==> config.mk <==
export PLATFORM = sky130hd
export DESIGN_NAME = aes_key_expander
export DESIGN_NICKNAME = d
export VERILOG_FILES = /design/src/rtl/aes_key_expander_pkg.sv /design/src/rtl/aes_key_expander_sbox.sv /design/src/rtl/aes_key_expander.sv
export SDC_FILE = /design/constraint.sdc
export NUM_CORES = 2
export LEC_CHECK = 0
export BUFFER_PORTS_ARGS = -buffer_cell sky130_fd_sc_hd__buf_4
export CAP_MARGIN = 10
export CORE_AREA = 2 2 327 329
export CTS_CLUSTER_SIZE = 14
export DETAILED_ROUTE_END_ITERATION = 6
export DIE_AREA = 0 0 329 331
export GPL_TIMING_DRIVEN = 1
export MAX_ROUTING_LAYER = met4
export PLACE_DENSITY_LB_ADDON = 0.2
export SLEW_MARGIN = 20
export SYNTH_ARGS = -nofsm -noshare
export SYNTH_HDL_FRONTEND = slang
export SYNTH_HIERARCHICAL = 1
export SYNTH_SLANG_ARGS = --single-unit
==> constraint.sdc <==
create_clock -name clock -period 70.2 [get_ports clock]
set_clock_uncertainty 0.1 [all_clocks]
set_input_delay 10.53 -clock clock [delete_from_list [all_inputs] [get_ports clock]]
set_output_delay 10.53 -clock clock [all_outputs]
set_load 0.1 [all_outputs]
==> src/rtl/aes_key_expander_pkg.sv <==
// Shared AES definitions: FSM encodings, last round index and GF(2^8) helpers.
// xtime is also used by the MixColumns stage.
package aes_key_expander_pkg;

  localparam logic [1:0] S_IDLE   = 2'd0;
  localparam logic [1:0] S_LOAD   = 2'd1;
  localparam logic [1:0] S_EXPAND = 2'd2;

  localparam logic [3:0] LAST_ROUND = 4'd10;

  function automatic logic [7:0] xtime(input logic [7:0] b);
    return {b[6:0], 1'b0} ^ (b[7] ? 8'h1b : 8'h00);
  endfunction

  function automatic logic [7:0] gf_mul(input logic [7:0] a, input logic [7:0] b);
    logic [7:0] p;
    logic [7:0] aa;
    p  = '0;
    aa = a;
    for (int unsigned i = 0; i < 8; i++) begin
      if (b[i]) p = p ^ aa;
      aa = xtime(aa);
    end
    return p;
  endfunction

  // Multiplicative inverse as a^254 (square-and-multiply, exponent bits 1111_1110);
  // maps 0 to 0 as the S-box requires.
  function automatic logic [7:0] gf_inv(input logic [7:0] a);
    logic [7:0] r;
    r = 8'h01;
    for (int unsigned i = 0; i < 8; i++) begin
      r = gf_mul(r, r);
      if (i != 7) r = gf_mul(r, a);
    end
    return r;
  endfunction

endpackage

==> src/rtl/aes_key_expander_sbox.sv <==
// Forward AES S-box: GF(2^8) inverse followed by the affine transform.
// Shared between the key schedule (SubWord) and the round datapath.
module aes_sbox
  import aes_key_expander_pkg::*;
(
  input  logic [7:0] a,
  output logic [7:0] y
);

  logic [7:0] inv;

  always_comb begin
    inv = gf_inv(a);
    y   = inv
        ^ {inv[6:0], inv[7]}
        ^ {inv[5:0], inv[7:6]}
        ^ {inv[4:0], inv[7:5]}
        ^ {inv[3:0], inv[7:4]}
        ^ 8'h63;
  end

endmodule

==> src/rtl/aes_key_expander.sv <==
// Iterative AES-128 key schedule: one round key per clock, 11 keys per start.
// The output register doubles as the key register the next round is derived from.
module aes_key_expander
  import aes_key_expander_pkg::*;
#(
  parameter int unsigned NR = 10
) (
  input  logic       clock,
  input  logic       reset,
  input  logic       start,
  input  logic [7:0] K0, input logic [7:0] K1, input logic [7:0] K2, input logic [7:0] K3,
  input  logic [7:0] K4, input logic [7:0] K5, input logic [7:0] K6, input logic [7:0] K7,
  input  logic [7:0] K8, input logic [7:0] K9, input logic [7:0] KA, input logic [7:0] KB,
  input  logic [7:0] KC, input logic [7:0] KD, input logic [7:0] KE, input logic [7:0] KF,
  output logic [7:0] RK0, output logic [7:0] RK1, output logic [7:0] RK2, output logic [7:0] RK3,
  output logic [7:0] RK4, output logic [7:0] RK5, output logic [7:0] RK6, output logic [7:0] RK7,
  output logic [7:0] RK8, output logic [7:0] RK9, output logic [7:0] RKA, output logic [7:0] RKB,
  output logic [7:0] RKC, output logic [7:0] RKD, output logic [7:0] RKE, output logic [7:0] RKF,
  output logic [3:0] round_idx,
  output logic       rk_valid,
  output logic       busy,
  output logic       done
);

  logic [1:0]   state;
  logic [127:0] key_q;
  logic [7:0]   rcon_q;
  logic [127:0] key_in;
  logic [127:0] next_key;
  logic [31:0]  rot_w3;
  logic [31:0]  sub_w3;
  logic [31:0]  tmp;
  logic [31:0]  w0n, w1n, w2n, w3n;

  assign key_in = {K0, K1, K2, K3, K4, K5, K6, K7, K8, K9, KA, KB, KC, KD, KE, KF};
  assign {RK0, RK1, RK2, RK3, RK4, RK5, RK6, RK7,
          RK8, RK9, RKA, RKB, RKC, RKD, RKE, RKF} = key_q;

  assign rot_w3 = {key_q[23:0], key_q[31:24]};

  for (genvar g = 0; g < 4; g++) begin : g_subword
    aes_sbox u_sbox (
      .a (rot_w3[8*g +: 8]),
      .y (sub_w3[8*g +: 8])
    );
  end

  always_comb begin
    tmp      = sub_w3 ^ {rcon_q, 24'h000000};
    w0n      = key_q[127:96] ^ tmp;
    w1n      = key_q[95:64]  ^ w0n;
    w2n      = key_q[63:32]  ^ w1n;
    w3n      = key_q[31:0]   ^ w2n;
    next_key = {w0n, w1n, w2n, w3n};
  end

  always_ff @(posedge clock) begin
    if (reset) begin
      state     <= S_IDLE;
      key_q     <= '0;
      rcon_q    <= 8'h01;
      round_idx <= '0;
      rk_valid  <= 1'b0;
      busy      <= 1'b0;
      done      <= 1'b0;
    end else begin
      case (state)
        S_IDLE: begin
          if (start) begin
            state     <= S_LOAD;
            key_q     <= key_in;
            rcon_q    <= 8'h01;
            round_idx <= '0;
            rk_valid  <= 1'b1;
            busy      <= 1'b1;
            done      <= 1'b0;
          end
        end
        S_LOAD, S_EXPAND: begin
          if (round_idx == LAST_ROUND) begin
            state    <= S_IDLE;
            rk_valid <= 1'b0;
            busy     <= 1'b0;
            done     <= 1'b0;
          end else begin
            state     <= S_EXPAND;
            key_q     <= next_key;
            rcon_q    <= xtime(rcon_q);
            round_idx <= round_idx + 4'd1;
            done      <= (round_idx == LAST_ROUND - 4'd1);
          end
        end
        default: state <= S_IDLE;
      endcase
    end
  end

endmodule

## After elaboration in Yosys (flattened, before gate mapping)

Cells that the tools add are included.

| operators by class | value |
|---|---|
| reduce and logical (&&, ||, !) cells | 6 |
| shift-type cells | 0 |
| mux-type cells | 831 |
| divide/modulo/power cells | 0 |
| magnitude comparators | 0 |
| multiply operators | 0 |
| $add $sub $neg | 1 |
| bitwise gates (word level) | 782 |
| eq/ne operators | 7 |

Operators with widths:

| operator | count |
|---|---|
| $xor A8 B8 Y8 | 744 |
| $mux W8 | 422 |
| $mux W5 | 369 |
| $mux W128 | 2 |
| $pmux W128 S2 | 1 |
| $xor A32 B32 Y32 | 5 |
| $mux W7 | 4 |
| $not A1 Y1 const A | 28 |
| $mux W4 | 6 |
| $mux W6 | 4 |
| $not A4 Y4 | 4 |
| $pmux W8 S2 | 1 |
| $mux W2 | 6 |
| $mux W3 | 4 |
| $eq A4 B4 Y1 const B | 2 |
| $mux W1 | 8 |
| $pmux W4 S2 | 1 |
| $xor A8 B5 Y8 | 1 |
| $ne A2 B2 Y1 const B | 3 |
| $reduce_and A3 Y1 | 2 |
| $add A4 B1 Y4 const B | 1 |
| $pmux W1 S2 | 2 |
| $pmux W2 S2 | 1 |
| $eq A2 B1 Y1 const B | 1 |
| 5 further kinds | 5 |

| storage, ports and cells | value |
|---|---|
| latch bits | 0 |
| logic and storage cells | 1633 |
| register bits after elaboration | 144 |
| memory bits (writable) | 0 |
| memories kept | 0 |
| input bits | 131 |
| output and inout port bits | 135 |
| bits in read-only memories | 0 |

## Logic depth before layout (Yosys ltp)

| logic depth | value |
|---|---|
| word-level depth | 228 |
| depth in mapped cells | 92 |
| mapped depth without buffers | 85 |

## Hierarchy

Netlist, hierarchy kept.

Modules (own cells, without submodules):

| module | times used | area an instance (µm²) | cells each |
|---|---|---|---|
| aes_sbox | 4 | 14800.4 | 1801 |
| aes_key_expander | 1 | 8645.8 | 1039 |

## Worst setup path after synthesis

OpenSTA, ideal clock, no wires.

| timing | value |
|---|---|
| path kind | register to register |
| start point | reg key_q[23] |
| end point | reg key_q[56] |
| clock period less this slack | 23.032 ns |
| arrival time | 22.869 ns |
| path buffers | 8 |
| stages on the path, launching flop included | 89 |
| setup slack | 47.168 ns |
| path through | dfxtp_1 > ha_1 > clkbuf_1 > a21o_1 > a221o_1 > a221oi_2 > xor2_2 > buf_2 > nor2_1 > xnor3_1 > xnor3_1 > clkinv_1 > ha_1 > clkbuf_1 > xor2_1 > xnor2_1 > and2_1 > xnor3_1 > [53 not listed] > xnor2_2 > xnor2_2 > nand2_1 > xnor2_1 > xnor2_1 > xnor3_1 > ha_1 > xor2_1 > xnor3_1 > xnor2_1 > nand2_1 > xor2_1 > xnor3_2 > xnor3_1 > xnor3_1 > xnor2_1 > or4b_1 > nand3_1 |

| on the way | value |
|---|---|
| word-level cells in the longest chain between the ends | 213 |
| elaborated cells between the ends (all ways) | 385 |
| classes of those cells | mux: 194; bitwise: 191 |

Ends and longest elaborated chain:

| item | line | source |
|---|---|---|
| start, declared | aes_key_expander.sv:26 | `logic [127:0] key_q;` |
| start signal, assigned | aes_key_expander.sv:71 | `key_q <= key_in;` |
| start signal, assigned | aes_key_expander.sv:87 | `key_q <= next_key;` |
| $mux W8 | aes_key_expander_pkg.sv:21 | `if (b[i]) p = p ^ aa;` |
| $mux W5 / $mux W8 (equally long branches) | aes_key_expander_pkg.sv:12, aes_key_expander_pkg.sv:21 |  |
| $xor A8 B8 Y8, on equally long branches | aes_key_expander_pkg.sv:12, aes_key_expander_pkg.sv:21 |  |
| $xor A8 B8 Y8 / $mux W8 (equally long branches) | aes_key_expander_pkg.sv:21 |  |
| $mux W8 / $xor A8 B8 Y8 (equally long branches) | aes_key_expander_pkg.sv:21 |  |
| $xor A8 B8 Y8 / $mux W8 (equally long branches) | aes_key_expander_pkg.sv:21 |  |
| $mux W8 / $xor A8 B8 Y8 (equally long branches) | aes_key_expander_pkg.sv:21 |  |
| $xor A8 B8 Y8 / $mux W8 (equally long branches) | aes_key_expander_pkg.sv:21 |  |
| [198 not listed] | -- |  |
| $not A4 Y4 (no line) (*) | -- |  |
| net sub_w3[24] | aes_key_expander.sv:31 | `logic [31:0] sub_w3;` |
| $xor A32 B32 Y32 (*) | aes_key_expander.sv:49 | `tmp = sub_w3 ^ {rcon_q, 24'h000000};` |
| $xor A32 B32 Y32 (*) | aes_key_expander.sv:50 | `w0n = key_q[127:96] ^ tmp;` |
| $xor A32 B32 Y32 (*) | aes_key_expander.sv:51 | `w1n = key_q[95:64] ^ w0n;` |
| $xor A32 B32 Y32 (*) | aes_key_expander.sv:52 | `w2n = key_q[63:32] ^ w1n;` |
| $mux W128 (*) | aes_key_expander.sv:80 | `if (round_idx == LAST_ROUND) begin` |
| $pmux W128 S2 (*) | aes_key_expander.sv:67 | `case (state)` |

The timed path passes the listed nets; every way through them passes the cells marked *. The select of a mux whose other input is x is not followed.
A chain may end at the register's enable or synchronous reset.

## Worst setup path after layout

| timing | value |
|---|---|
| start point | reg key_q[14] |
| end point | reg key_q[23] |

| on the way | value |
|---|---|
| word-level cells in the longest chain between the ends | 214 |
| elaborated cells between the ends (all ways) | 386 |
| classes of those cells | mux: 195; bitwise: 191 |

Ends and longest elaborated chain:

| item | line | source |
|---|---|---|
| $mux W7 | aes_key_expander_pkg.sv:21 |  |
| $mux W8 | aes_key_expander_pkg.sv:21 |  |
| $xor A8 B8 Y8 | aes_key_expander_pkg.sv:12 | `return {b[6:0], 1'b0} ^ (b[7] ? 8'h1b : 8'h00);` |
| $xor A8 B8 Y8 | aes_key_expander_pkg.sv:21 |  |
| $mux W8 | aes_key_expander_pkg.sv:21 |  |
| $xor A8 B8 Y8 | aes_key_expander_pkg.sv:21 |  |
| $mux W8 | aes_key_expander_pkg.sv:21 |  |
| $xor A8 B8 Y8 | aes_key_expander_pkg.sv:21 |  |
| [199 not listed] | -- |  |
| net sub_w3[23] | aes_key_expander.sv:31 |  |
| $xor A32 B32 Y32 (*) | aes_key_expander.sv:49 |  |
| $xor A32 B32 Y32 (*) | aes_key_expander.sv:50 |  |
| $xor A32 B32 Y32 (*) | aes_key_expander.sv:51 |  |
| $xor A32 B32 Y32 (*) | aes_key_expander.sv:52 |  |
| $xor A32 B32 Y32 (*) | aes_key_expander.sv:53 | `w3n = key_q[31:0] ^ w2n;` |
| $mux W128 (*) | aes_key_expander.sv:80 |  |
| $pmux W128 S2 (*) | aes_key_expander.sv:67 |  |

Marked as above.

==> flow_summary_export.csv <==
group,metric,value,unit
routing,post_drt_wl_per_cell,23.22,µm
floorplanning,dieHeight,331,µm
synth,netlist_area,67850,µm²
routing,firstDrtPassIters,7,
clocking,clock_sinks,144,
place,numPortBuffers,265,
floorplanning,core-area,105000,µm²
worst_setup_path,crit_type,"flip-flop to flip-flop",
place,dp.final_hpwl,159800,µm
routing,route.detailed.drc,0,
worst_setup_path,setup.worst_path.end,"key_q[23]",
sta,fin_tns_setup,0,ns
min_path,min_path_type,"flip-flop to flip-flop",
worst_setup_path,regToRegEndpoint,"key_q[23]",
worst_setup_path,crit_top_cell,"xnor3_1",
routing,vias_per_cell,6.613,
synth,synth_cell_type_count,111,
worst_setup_path,r2r_start,"key_q[14]",
floorplanning,initial_core_util,0.6464,
grt,antenna_found_initial,3,
routing,ant_nets,0,
floorplanning,die_w,329,µm
clocking,clock-root-buffer,"clkbuf_16",
worst_setup_path,r2r_cells,83,
place,place.gp.congestion,0.9974,
clocking,post_cts.repair.setup_buffers,0,
grt,grt_first_pass_wirelength,338000,µm
sta,setup_viol,0,
sta,period_share,0.4042,
synth,synth_cells,8243,
clocking,clk_latency,0.51,ns
clocking,htree_levels,4,
synth,ys_seq_elements,144,
sta,rsz0062_at_grt,"false",
synth,seq_area_frac_synth,0.04249,
worst_setup_path,arrival,28.68,ns
worst_setup_path,critPathRequiredTime,70.50,ns
clocking,clk_pin_slew_worst_paths,0.07,ns
clocking,tritoncts,"built",
clocking,holdBufCountCts,0,
layout,drive_above_1_share,0.1222,
synth,ys.flop_type,"dfxtp_1",
layout,mostFrequentLayoutCell,"xnor2_1",
flow_run,cap_viol_max_count,0,
sta,slew_headroom,0.2075,
worst_setup_path,slowest_delay,0.84,ns
layout,area_growth_syn_to_layout,3.887,%
floorplanning,die_area,108900,µm²
grt,grt_max_degree,88,
synth,synth_edf_count,0,
sta,tightest_slew,1.185,ns
worst_setup_path,cp-startpoint,"key_q[14]",
grt,grt_pass1_vias,58449,
sta,fin_crit,28.38,ns
worst_setup_path,slowest_stage,"xor2_1",
worst_setup_path,end_kind,"flip-flop",
routing,wirelength,219900,µm
floorplanning,io_pins,266,
layout,nets,8229,
synth,async_flop_share,0,
routing,drtIter0Drc,7665,
synth,yosysWarnings,6,
sta,max_freq,0.03524,GHz
outcome,outcome,"completed",
synth,syn-mean-instance-area,8.231,µm²
sta,hold_viol,0,
grt,gr-total-overflow,0,
layout,final_cell_mix,"1326 x xnor2_1, 1137 x nand2_1, 741 x nor2_1",
worst_setup_path,cp_max_fo,39,
sta,slew_violations,0,
clocking,clk_path_buf_depth,2,
routing,vias,62632,
clocking,post_cts_resize_count,0,
clocking,cts_buffers,17,
synth,synth_nets,8406,
floorplanning,num_rows,119,
worst_setup_path,worst_setup_path_start_kind,"flip-flop",
worst_setup_path,ff2ff_setup_slack,41.82,ns
grt,track_usage,0.4004,
==> cell families after synthesis <==
logic type,count (synthesis),synth area share
AO/OA/AOI/OAI,1591,0.1686
adder cells (fa/ha/maj),32,0.005901
buffers and inverters,725,0.04902
AND/OR/NAND/NOR,2860,0.1962
flip-flops,144,0.04249
multiplexers,282,0.04269
XOR/XNOR,2609,0.4951
==> per-stage QoR <==
stage               std cells  utilization  setup slack (ns)  area, µm²  hold slack (ns)
global placement         9438       0.6649             43.16      69800           0.3493
detailed placement       9438       0.6651             42.07      69810           0.3562
CTS                      9469       0.6708             42.01      70420           0.3651
finish                   9471       0.6715             41.82      70490           0.3627
floorplan                8243            -             47.17      67850           0.3570
global route             9470       0.6715             40.09      70480           0.4007
==> state kept, by name (all words and copies together), names as in the netlist <==
signal	count
busy	1
done	1
key_q	128
rcon_q	8
round_idx	4
state	2
==> synthesized netlist by cell type, types with 51 or more instances <==
master,count,area share
nor3b_1,61,0.0067
nand2b_1,58,0.0053
a221oi_1,72,0.0093
xor3_1,92,0.032
nor3_1,152,0.011
a211oi_1,65,0.0072
nand3_1,157,0.012
xnor3_1,459,0.15
mux2i_1,244,0.036
a311oi_1,56,0.0072
a22oi_1,79,0.0087
xnor2_1,1333,0.17
o211ai_1,113,0.013
o21ai_1,80,0.0059
buf_1,51,0.0028
o22ai_1,64,0.0059
xor2_1,440,0.057
o21ai_0,284,0.021
nand2_1,1138,0.063
dfxtp_1,144,0.042
inv_1,97,0.0054
nor4_1,68,0.0063
clkbuf_1,274,0.015
and2_1,115,0.011
nor2_1,741,0.041
xnor2_2,144,0.035
a21oi_1,252,0.019
nor2b_1,57,0.0053
buf_2,182,0.013
==> critical path: cells and delay by family, from the launching register on <==
family	cells	cell delay [ns]
XOR/XNOR	39	15.18
AO/OA/AOI/OAI	14	3.52
buffers and inverters	11	3.34
AND/OR/NAND/NOR	13	3.00
adder cells (fa/ha/maj)	6	2.68
flip-flops	1	0.31
==> routing by layer <==
| metal | track usage | routed length (µm) |
|---|---|---|
| met5 | - | 0 |
| met3 | 0.06910 | 24650 |
| met1 | 0.5250 | 87720 |
| met4 | 0.1493 | 8925 |
| met2 | 0.6189 | 98590 |
==> worst min path at each step <==
| stage | cells after the start | from | slack, ns | end |
|---|---|---|---|---|
| 6_report | 2 | done | 0.36 | done |
| 5_1_grt | 2 | done | 0.40 | done |
| 4_1_cts | 2 | done | 0.37 | done |
| 3_5_place_dp | 2 | done | 0.36 | done |
| 3_3_place_gp | 2 | done | 0.35 | done |
| 2_1_floorplan | 2 | state[1] | 0.36 | state[1] |
==> area by class of cell <==
cell class | count | area (µm²)
multi-input combinational | 7374 | 61780
fill | 8873 | 34480
sequential | 144 | 2923
timing repair buffer | 383 | 2879
tap | 1391 | 1740
inverter | 146 | 553.0
clock buffer | 20 | 446.7
clock inverter | 11 | 157.7
antenna | 2 | 5.005
Power is left out: the tool's default activity adds up to more than one toggle a clock period on the data nets, which glitch-free logic cannot reach.
